### src/rtl/alu_seq_ctrl.sv
// -----------------------------------------------------------------------------
// alu_seq_ctrl
//   Sequencing controller for the EX-stage ALU. Takes one operation at a time
//   over a valid/ready request channel and returns the result over a
//   valid/ready response channel. Logic ops, add/sub and addi finish in a single
//   cycle. MUL is an iterative shift-add that retires MUL_STEP multiplier bits
//   per cycle. stall_o freezes the upstream pipeline registers while a request
//   is waiting but cannot be taken.
//
// Handshake rules (both channels):
//   A transfer happens on a rising clk_i edge where valid and ready are both 1.
//   The request side captures ctrl_i/data1_i/data2_i at that edge and ignores
//   them afterwards. The response side holds data_o/zero_o stable while
//   rsp_valid_o is high and rsp_ready_i is low.
//
// Ports
//   clk_i        in   1      clock, rising edge
//   rst_i        in   1      asynchronous reset, active-low
//   req_valid_i  in   1      operation request valid
//   req_ready_o  out  1      request can be accepted this cycle
//   ctrl_i       in   4      ALU control code (bit 3 ignored)
//   data1_i      in   WIDTH  operand 1
//   data2_i      in   WIDTH  operand 2
//   rsp_valid_o  out  1      result valid
//   rsp_ready_i  in   1      consumer takes result this cycle
//   data_o       out  WIDTH  result
//   zero_o       out  1      data_o == 0
//   busy_o       out  1      multiply in progress
//   stall_o      out  1      request waiting and refused
//   state_o      out  2      FSM state for debug (0 IDLE, 1 MUL, 2 RESP)
// -----------------------------------------------------------------------------
module alu_seq_ctrl #(
  parameter int WIDTH    = 32,
  parameter int MUL_STEP = 1   // 1, 2 or 4; must divide WIDTH
) (
  input  logic             clk_i,
  input  logic             rst_i,
  input  logic             req_valid_i,
  output logic             req_ready_o,
  input  logic [3:0]       ctrl_i,
  input  logic [WIDTH-1:0] data1_i,
  input  logic [WIDTH-1:0] data2_i,
  output logic             rsp_valid_o,
  input  logic             rsp_ready_i,
  output logic [WIDTH-1:0] data_o,
  output logic             zero_o,
  output logic             busy_o,
  output logic             stall_o,
  output logic [1:0]       state_o
);

  typedef enum logic [1:0] {
    IDLE = 2'd0,
    MUL  = 2'd1,
    RESP = 2'd2
  } state_t;

  localparam int NSTEPS = WIDTH / MUL_STEP;
  localparam int CNT_W  = (NSTEPS > 1) ? $clog2(NSTEPS) : 1;
  localparam logic [CNT_W-1:0] CNT_LAST = CNT_W'(NSTEPS - 1);

  localparam logic [2:0] OP_ADDI = 3'b001;
  localparam logic [2:0] OP_SUB  = 3'b011;
  localparam logic [2:0] OP_MUL  = 3'b100;
  localparam logic [2:0] OP_OR   = 3'b101;
  localparam logic [2:0] OP_AND  = 3'b110;
  localparam logic [2:0] OP_ADD  = 3'b111;

  state_t           state_q, state_d;
  logic [WIDTH-1:0] data_q, data_d;
  logic             zero_q, zero_d;
  logic [WIDTH-1:0] acc_q, acc_d;
  logic [WIDTH-1:0] mcand_q, mcand_d;
  logic [WIDTH-1:0] mplier_q, mplier_d;
  logic [CNT_W-1:0] cnt_q, cnt_d;

  logic [WIDTH-1:0] alu_res;
  logic [WIDTH-1:0] acc_step;
  logic             accept;
  logic             unused_ctrl3;

  assign unused_ctrl3 = ctrl_i[3];

  // Ready while idle, or in RESP when the current result leaves this very
  // cycle (combinational from rsp_ready_i so back-to-back ops have no bubble).
  assign req_ready_o = (state_q == IDLE) | ((state_q == RESP) & rsp_ready_i);
  assign accept      = req_valid_i & req_ready_o;
  assign stall_o     = req_valid_i & ~req_ready_o;

  assign rsp_valid_o = (state_q == RESP);
  assign busy_o      = (state_q == MUL);
  assign data_o      = data_q;
  assign zero_o      = zero_q;
  assign state_o     = state_q;

  // Single-cycle result; MUL and unused codes produce 0 here.
  always_comb begin
    alu_res = '0;
    case (ctrl_i[2:0])
      OP_ADDI: alu_res = data1_i + (data2_i >> 20);
      OP_SUB:  alu_res = data1_i - data2_i;
      OP_OR:   alu_res = data1_i | data2_i;
      OP_AND:  alu_res = data1_i & data2_i;
      OP_ADD:  alu_res = data1_i + data2_i;
      default: alu_res = '0;
    endcase
  end

  // One shift-add iteration: add mcand shifted by each set bit of the low
  // MUL_STEP multiplier bits. Bits shifted past WIDTH cannot affect the low
  // WIDTH bits of the product, so they are simply dropped.
  always_comb begin
    acc_step = acc_q;
    for (int k = 0; k < MUL_STEP; k++) begin
      if (mplier_q[k]) begin
        acc_step = acc_step + (mcand_q << k);
      end
    end
  end

  always_comb begin
    state_d  = state_q;
    data_d   = data_q;
    zero_d   = zero_q;
    acc_d    = acc_q;
    mcand_d  = mcand_q;
    mplier_d = mplier_q;
    cnt_d    = cnt_q;

    case (state_q)
      IDLE, RESP: begin
        if (accept) begin
          if (ctrl_i[2:0] == OP_MUL) begin
            state_d  = MUL;
            acc_d    = '0;
            mcand_d  = data1_i;
            mplier_d = data2_i;
            cnt_d    = CNT_LAST;
          end else begin
            state_d = RESP;
            data_d  = alu_res;
            zero_d  = (alu_res == '0);
          end
        end else if ((state_q == RESP) && rsp_ready_i) begin
          state_d = IDLE;
        end
      end

      MUL: begin
        acc_d    = acc_step;
        mcand_d  = mcand_q << MUL_STEP;
        mplier_d = mplier_q >> MUL_STEP;
        if (cnt_q == '0) begin
          data_d  = acc_step;
          zero_d  = (acc_step == '0);
          state_d = RESP;
        end else begin
          cnt_d = cnt_q - 1'b1;
        end
      end

      default: state_d = IDLE;
    endcase
  end

  always_ff @(posedge clk_i or negedge rst_i) begin
    if (!rst_i) begin
      state_q  <= IDLE;
      data_q   <= '0;
      zero_q   <= 1'b0;
      acc_q    <= '0;
      mcand_q  <= '0;
      mplier_q <= '0;
      cnt_q    <= '0;
    end else begin
      state_q  <= state_d;
      data_q   <= data_d;
      zero_q   <= zero_d;
      acc_q    <= acc_d;
      mcand_q  <= mcand_d;
      mplier_q <= mplier_d;
      cnt_q    <= cnt_d;
    end
  end

endmodule

### config.mk
export PLATFORM = sky130hd
export DESIGN_NAME = alu_seq_ctrl
export DESIGN_NICKNAME = d
export VERILOG_FILES = /design/src/rtl/alu_seq_ctrl.sv
export SDC_FILE = /design/constraint.sdc
export NUM_CORES = 1
export LEC_CHECK = 0
export ABC_AREA = 1
export CAP_MARGIN = 20
export CELL_PAD_IN_SITES_DETAIL_PLACEMENT = 2
export CELL_PAD_IN_SITES_GLOBAL_PLACEMENT = 2
export CORE_UTILIZATION = 30
export CTS_BUF_LIST = sky130_fd_sc_hd__clkbuf_4 sky130_fd_sc_hd__clkbuf_8 sky130_fd_sc_hd__clkbuf_16
export DETAILED_ROUTE_END_ITERATION = 6
export GPL_ROUTABILITY_DRIVEN = 0
export HOLD_SLACK_MARGIN = 0.12
export PLACE_DENSITY_LB_ADDON = 0.1
export SYNTH_ARGS = -nofsm -noshare
export SYNTH_HDL_FRONTEND = slang
export SYNTH_SLANG_ARGS = --single-unit
### constraint.sdc
create_clock -name clk_i -period 2.5 [get_ports clk_i]
set_input_delay 0.5 -clock clk_i [delete_from_list [all_inputs] [get_ports clk_i]]
set_output_delay 0.5 -clock clk_i [all_outputs]
set_load 0.02 [all_outputs]
==> results of run 1 <==
==> stage by stage <==
step                instance area, um2  TNS [ps]
floorplan                        13300     -8610
global placement                 18000    -55620
detailed placement               18000    -69480
CTS                              20200    -16900
==> kinds of logic after synthesis <==
| group | share of synthesized area, % |
|---|---|
| and+or+nand+nor | 37.3 |
| buffers and inverters | 12.4 |
| AOI/OAI and AO/OA | 16.6 |
| DFF | 25.9 |
| adders and majority gates | 6.69 |
| xor gates and xnor gates | 1.13 |
==> repair_timing <==
action	4_1_cts
hold buffers	1
resized for setup	381
pin swaps	150
setup buffers	62
cloned	1
endpoints found under the hold margin	37
setup endpoints to repair	42
==> run_results.csv, run 1 <==
group,metric,value,unit
floorplan,dieHeight,211,um
logic_synthesis,async_flop_share,100,%
clock_tree,numCtsBuffers,17,
logic_synthesis,netlist_instances,2183,
clock_tree,cts.path.max_buffers,2,
placed_design,place_ws,-2280,ps
floorplan,die_w,211,um
logic_synthesis,yosys.area.top_type,"dfrtp_1",
clock_tree,cts-htree-levels,4,
logic_synthesis,syn_nets,2324,
floorplan,std_cell_rows,76,
outcome,status,"did not finish",
timing,worst_endpoint,"zero_o$_DFFE_PN0P_/D",
logic_synthesis,synth_top_area_share,25.9,%
outcome,error,"[ERROR DPL-0033] detailed placement checks failed during check placement.",
placed_design,dp.cells,3204,
floorplan,io_pins,111,
logic_synthesis,syn_area_per_cell,6.01,um2
placed_design,portBuffers,109,
clock_tree,clock_sinks,136,
logic_synthesis,yosys_warnings,0,
logic_synthesis,synth_edf_count,0,
placed_design,dp_hpwl,55800,um
outcome,stop_stage,"global routing (5_1_grt)",
logic_synthesis,synthFlopType,"dfrtp_1",
logic_synthesis,syn_area,13100,um2
timing,endpoint_type,"register input",
logic_synthesis,synth.most_common_cell,"nand2_1",
clock_tree,clockRootBuffer,"clkbuf_16",
logic_synthesis,ys_types,49,
floorplan,start_util,30.5,%
grt,antenna_found_initial,4,
logic_synthesis,ys_ff_latch,136,
logic_synthesis,yosys-top-cells-count,"660 x nand2_1, 338 x inv_1, 235 x nor2_1",
logic_synthesis,synth_area_leaders,"dfrtp_1 26%, nand2_1 19%, inv_1 9.7%",
logic_synthesis,synth-seq-area-share,25.9,%
grt,grt_max_degree,80,
==> run 2, diff against run 1 <==
Settings changed: CELL_PAD_IN_SITES_DETAIL_PLACEMENT 2 to unset, CELL_PAD_IN_SITES_GLOBAL_PLACEMENT 2 to unset, CORE_UTILIZATION 30 to 20, CTS_BUF_LIST sky130_fd_sc_hd__clkbuf_4 sky130_fd_sc_hd__clkbuf_8 sky130_fd_sc_hd__clkbuf_16 to unset, HOLD_SLACK_MARGIN 0.12 to unset, PLACE_DENSITY_LB_ADDON 0.1 to 0.15.
==> run_results.csv, run 2 <==
group,metric,value,unit
outcome,status,"finished with violations",
outcome,violations,"setup timing",
grt,grt_pass1_vias,15650,
logic_synthesis,synth_edf_count,0,
placed_design,dp_hpwl,50000,um
worst_setup_path,cp_slowest_stage_delay,360,ps
timing,slew_headroom,59.8,%
cells_and_area,diodes,0,
grt,grt_util_all_layers,18.5,%
timing,finalSetupViolCount,26,
floorplan,io_pins,111,
clock_tree,cts.path.max_buffers,2,
floorplan,die_area,66700,um2
routing,vias,15773,
cells_and_area,mostFrequentLayoutCells,"539 x nand2_1, 395 x buf_4, 302 x inv_1",
worst_setup_path,crit_end,"zero_o",
logic_synthesis,yosys_warnings,0,
worst_setup_path,worst_r2r_endpoint,"zero_o",
floorplan,die_w,258,um
worst_setup_path,path_common_cell,"nand2_1",
worst_setup_path,setup.worst_path.end_class,"register",
cells_and_area,final_nets,2845,
pwr,leakage,10.5,nW
logic_synthesis,syn_area_per_cell,6.01,um2
timing,period_share,138,%
flow_run,maxCapViolations,0,
cells_and_area,drive_gt1_share,34.6,%
grt,antenna_found_initial,0,
timing,fin_crit,3450,ps
timing,grt_setup_unrepaired,"true",
hold_path,min-delay-path-class,"input port to register",
timing,finalHoldViolCount,0,
logic_synthesis,netlist_instances,2183,
placed_design,dp.cells,3487,
timing,slew_viol_final,0,
logic_synthesis,yosys.area.top_type,"dfrtp_1",
logic_synthesis,synthFlopType,"dfrtp_1",
clock_tree,cts-htree-levels,4,
timing,tns,-16530,ps
floorplan,start_util,20.3,%
worst_setup_path,crit_type,"input port to register",
clock_tree,numCtsBuffers,17,
clock_tree,clock_latency,490,ps
worst_setup_path,start_kind,"input port",
worst_setup_path,path_buf_inv,5,
routing,drc,0,
worst_setup_path,crit_path_max_fanout,4,
cells_and_area,layout_commonest_cell,"nand2_1",
timing,clock_skew,15.6,ps
routing,routed_via_density,4.42,
worst_setup_path,arrival,3870,ps
pwr,p_per_area,803,nW/um2
routing,wl_per_cell,17.1,um
logic_synthesis,synth.most_common_cell,"nand2_1",
grt,grt_max_degree,84,
grt,grt_pass1_wl,92900,um
worst_setup_path,crit_required,2920,ps
floorplan,core_area,64700,um2
worst_setup_path,r2r_start,"mcand_q[0]",
clock_tree,clkTransAtPathRegs,70,ps
cells_and_area,instances_no_fill,3572,
placed_design,portBuffers,109,
timing,finalWorstSetupSlack,-951,ps
timing,tightest_slew,602,ps
clock_tree,cts_tree,"done",
logic_synthesis,synth-seq-area-share,25.9,%
worst_setup_path,path_depth,29,
routing,first_pass_iters,5,
routing,finalWirelength,61100,um
floorplan,dieHeight,258,um
logic_synthesis,synth_top_area_share,25.9,%
logic_synthesis,ys_ff_latch,136,
routing,ant_nets,0,
logic_synthesis,syn_nets,2324,
routing,drt_iter0_drc,735,
timing,fmax,290,MHz
worst_setup_path,path_delay_family,"simple AND/OR/NAND/NOR gates",
logic_synthesis,ys_types,49,
grt,overflow,0,
worst_setup_path,reg2regPathDepth,18,
logic_synthesis,yosys-top-cells-count,"660 x nand2_1, 338 x inv_1, 235 x nor2_1",
logic_synthesis,syn_area,13100,um2
floorplan,std_cell_rows,93,
clock_tree,clock_sinks,136,
logic_synthesis,synth_area_leaders,"dfrtp_1 26%, nand2_1 19%, inv_1 9.7%",
pwr,ir_drop,0.000492,V
worst_setup_path,r2r_slack,-280,ps
logic_synthesis,async_flop_share,100,%
clock_tree,clockRootBuffer,"clkbuf_16",
worst_setup_path,worstSetupStartpoint,"data2_i[7]",
worst_setup_path,cpMaxStageDelayCell,"nor4_4",
cells_and_area,syn_to_final_growth,62.8,%
## run 2: where the power goes
part / total [mW] / internal, mW / switching [mW]
Clock: 2.54 / 1.38 / 1.16
Sequential: 3.88 / 3.17 / 0.703
Combinational: 10.8 / 4.76 / 6.00
## run 2: kinds of logic (layout without fill, tap and decap cells)
group / after synthesis / after routing / synth area share [%]
AND/OR/NAND/NOR: 1161 / 1161 / 37.3
buffers and inverters: 419 / 953 / 12.4
AO/OA/AOI/OAI: 381 / 381 / 16.6
flip-flops: 136 / 136 / 25.9
adder cells (fa/ha/maj): 69 / 69 / 6.69
XOR/XNOR: 17 / 17 / 1.13
## run 2: worst reg2reg max path, cell delays in order (launching register included)
cell	delay [ps]
dfrtp_1	420
ha_4	190
fa_2	390
buf_4	160
nand2_2	80
nand3_4	110
nand2_1	100
nand2_1	100
nand2_1	130
nand3_1	100
nand3_1	120
nand2_1	80
nor2_1	180
nand2_1	70
nor2_1	120
nand4_1	150
nand2_1	120
nand2_1	50
nand2_1	70
## run 2: through the flow
stage / worst slack [ps] / area [um2] / util [%] / hold WS [ps] / power (mW)
floorplan: -812 / 13300 / - / 204 / 8.97
global placement: -2310 / 18500 / 28.5 / 467 / 13.6
detailed placement: -2250 / 18500 / 28.5 / 470 / 13.7
CTS: -892 / 20200 / 31.2 / 367 / 16.7
global route: -1170 / 21400 / 33.0 / 423 / 18.7
finish: -951 / 21400 / 33.0 / 407 / 17.2
## run 2: area by class of cell
class / instances / area [um2]
multi-input cells: 1628 / 10100
fillers: 7114 / 43300
inverters: 347 / 1340
clock inverters: 12 / 103
flip-flops and latches: 136 / 3400
well taps: 855 / 1070
repair buffers: 574 / 4960
clock buffers: 20 / 447
## run 2: timing repair
| item | 4_1_cts | 5_1_grt |
|---|---|---|
| pin swaps | 152 | 144 |
| buffers inserted | 37 | 32 |
| hold buffers | 1 | 0 |
| gates cloned | 1 | 0 |
| gates resized for setup | 330 | 251 |
| setup endpoints to repair | 35 | 38 |
| endpoints found under the hold margin | 12 | 0 |
## run 2: how the worst min path moves through the flow
stage / startpoint / to / slack (ps) / depth (start not counted)
after detailed placement: cnt_q[4] / cnt_q[4] / 470 / 2
after global routing: data2_i[5] / mplier_q[5] / 420 / 4
final: data2_i[5] / mplier_q[5] / 410 / 4
after floorplan: rst_i / acc_q[0] / 200 / 0
after CTS: data2_i[5] / mplier_q[5] / 370 / 4
after global placement: cnt_q[4] / cnt_q[4] / 470 / 2
## run 2: routing by layer
layer / track usage, % / up-vias / routed length (um)
li1: - / 8060 / -
met1: 24.2 / 7382 / 28500
met2: 31.3 / 256 / 28800
met3: 2.02 / 75 / 1730
met4: 6.66 / 0 / 2030
met5: 0 / - / 0
(Power assumes the default switching activity.)
==> run 3, diff against run 2 <==
Clock period 2.5 ns to 3.16 ns, I/O delays scaled along.
==> run_results.csv, run 3 (synthesis results as in run 2) <==
group,metric,value,unit
routing,vias,15490,
placed_design,dp.cells,3374,
pwr,p_per_area,628,nW/um2
worst_setup_path,r2r_start,"acc_q[0]",
timing,finalHoldViolCount,0,
grt,grt_util_all_layers,18.3,%
worst_setup_path,cp_slowest_stage_delay,340,ps
flow_run,maxCapViolations,0,
routing,drt_iter0_drc,894,
placed_design,place_ws,-1500,ps
worst_setup_path,arrival,3960,ps
worst_setup_path,start_kind,"input port",
clock_tree,clock_sinks,136,
grt,grt_pass1_wl,92100,um
clock_tree,cts-htree-levels,4,
pwr,power,12.4,mW
timing,period_share,112,%
timing,hold-worst-slack,99.9,ps
cells_and_area,diodes,0,
clock_tree,clkTransAtPathRegs,70,ps
grt,grt_max_degree,89,
placed_design,dpl_cell_area,17500,um2
floorplan,std_cell_rows,93,
floorplan,start_util,20.3,%
pwr,pwr-share-comb,57.2,%
worst_setup_path,worstSetupStartpoint,"data2_i[7]",
timing,slew_viol_final,0,
timing,fin_crit,3530,ps
routing,finalWirelength,60100,um
pwr,leakage,9.82,nW
floorplan,io_pins,111,
worst_setup_path,cpMaxStageDelayCell,"nor4_4",
floorplan,dieHeight,258,um
cells_and_area,mostFrequentLayoutCells,"590 x nand2_1, 321 x inv_1, 311 x buf_4",
timing,clock_skew,18.5,ps
worst_setup_path,setup.worst_path.end_class,"register",
timing,fmax,284,MHz
pwr,intPower,6.57,mW
routing,routed_via_density,4.49,
routing,ant_nets,0,
floorplan,die_area,66700,um2
worst_setup_path,path_common_cell,"nand2_1",
timing,finalSetupViolCount,17,
pwr,sw_frac_of_total,46.9,%
cells_and_area,fillers,7200,
hold_path,min-delay-path-class,"input port to async pin",
floorplan,core_area,64700,um2
outcome,violations,"setup timing",
routing,first_pass_iters,6,
timing,finalWorstSetupSlack,-365,ps
outcome,status,"finished with violations",
cells_and_area,fin_area,19700,um2
timing,grt_setup_unrepaired,"true",
timing,tns,-2760,ps
grt,grt_pass1_vias,15473,
cells_and_area,instances_no_fill,3451,
pwr,ir_drop,0.000382,V
cells_and_area,fin_util,30.5,%
clock_tree,cts_tree,"done",
clock_tree,numCtsBuffers,17,
clock_tree,clock_latency,500,ps
timing,slew_headroom,39.2,%
grt,antenna_found_initial,1,
worst_setup_path,crit_required,3590,ps
worst_setup_path,crit_type,"input port to register",
pwr,switching_power,5.82,mW
clock_tree,clockRootBuffer,"clkbuf_16",
grt,overflow,0,
floorplan,die_w,258,um
timing,tightest_slew,912,ps
cells_and_area,layout_commonest_cell,"nand2_1",
cells_and_area,drive_gt1_share,26.6,%
clock_tree,ctsHoldBuffers,0,
cells_and_area,final_nets,2724,
pwr,pwr-share-clk,18.3,%
worst_setup_path,crit_path_max_fanout,4,
routing,drc,0,
routing,wl_per_cell,17.4,um
pwr,p_seq_share,24.5,%
placed_design,portBuffers,109,
clock_tree,cts.path.max_buffers,2,
cells_and_area,syn_to_final_growth,50.3,%
placed_design,dp_hpwl,48500,um
==> run 3: final timing paths <==
check | slack (ps) | depth (start not counted) | end
max reg2reg | 210 | 18 | zero_o
min reg2reg | 480 | 2 | data_o[21]
min in group clk_i | 480 | 2 | data_o[21]
min | 100 | 1 | mplier_q[6]
max in group asynchronous | 2330 | 2 | cnt_q[4]
max | -370 | 26 | zero_o
==> run 3: what timing repair did <==
action,4_1_cts,5_1_grt
setup endpoints to repair,26,26
pin swaps,103,101
endpoints found under the hold margin,0,0
gates resized for setup,257,147
gates cloned,1,0
setup buffers,29,20
==> run 3: power by group through the flow <==
stage               Combinational, mW  Sequential, mW  Clock [mW]
floorplan                        3.94            3.13           0
global placement                 6.71            3.08           0
detailed placement               6.74            3.08           0
CTS                              6.97            3.05        2.34
global route                     7.98            3.14        2.39
finish                           7.09            3.03        2.27
==> run 3: routing by layer <==
layer	track usage, %	wire, um
met1	24.0	28200
met2	30.3	27700
met3	1.96	1640
met4	7.89	2610
met5	0	0
==> run 3: worst max-delay path: cells and delay by family <==
| kind | cells | cell delay (ps) |
|---|---|---|
| buffers and inverters | 3 | 370 |
| adder cells (fa/ha/maj) | 1 | 310 |
| AND/OR/NAND/NOR | 20 | 2390 |
| AO/OA/AOI/OAI | 2 | 250 |
==> run 3: area by class of cell <==
type | count | area (um2) | area share (%)
Tap cell | 855 | 1070 | 5.42
Timing Repair Buffer | 453 | 3940 | 19.9
Inverter | 347 | 1330 | 6.75
Sequential cell | 136 | 3400 | 17.2
Clock buffer | 19 | 433 | 2.19
Clock inverter | 13 | 195 | 0.989
Multi-Input combinational cell | 1628 | 9370 | 47.5
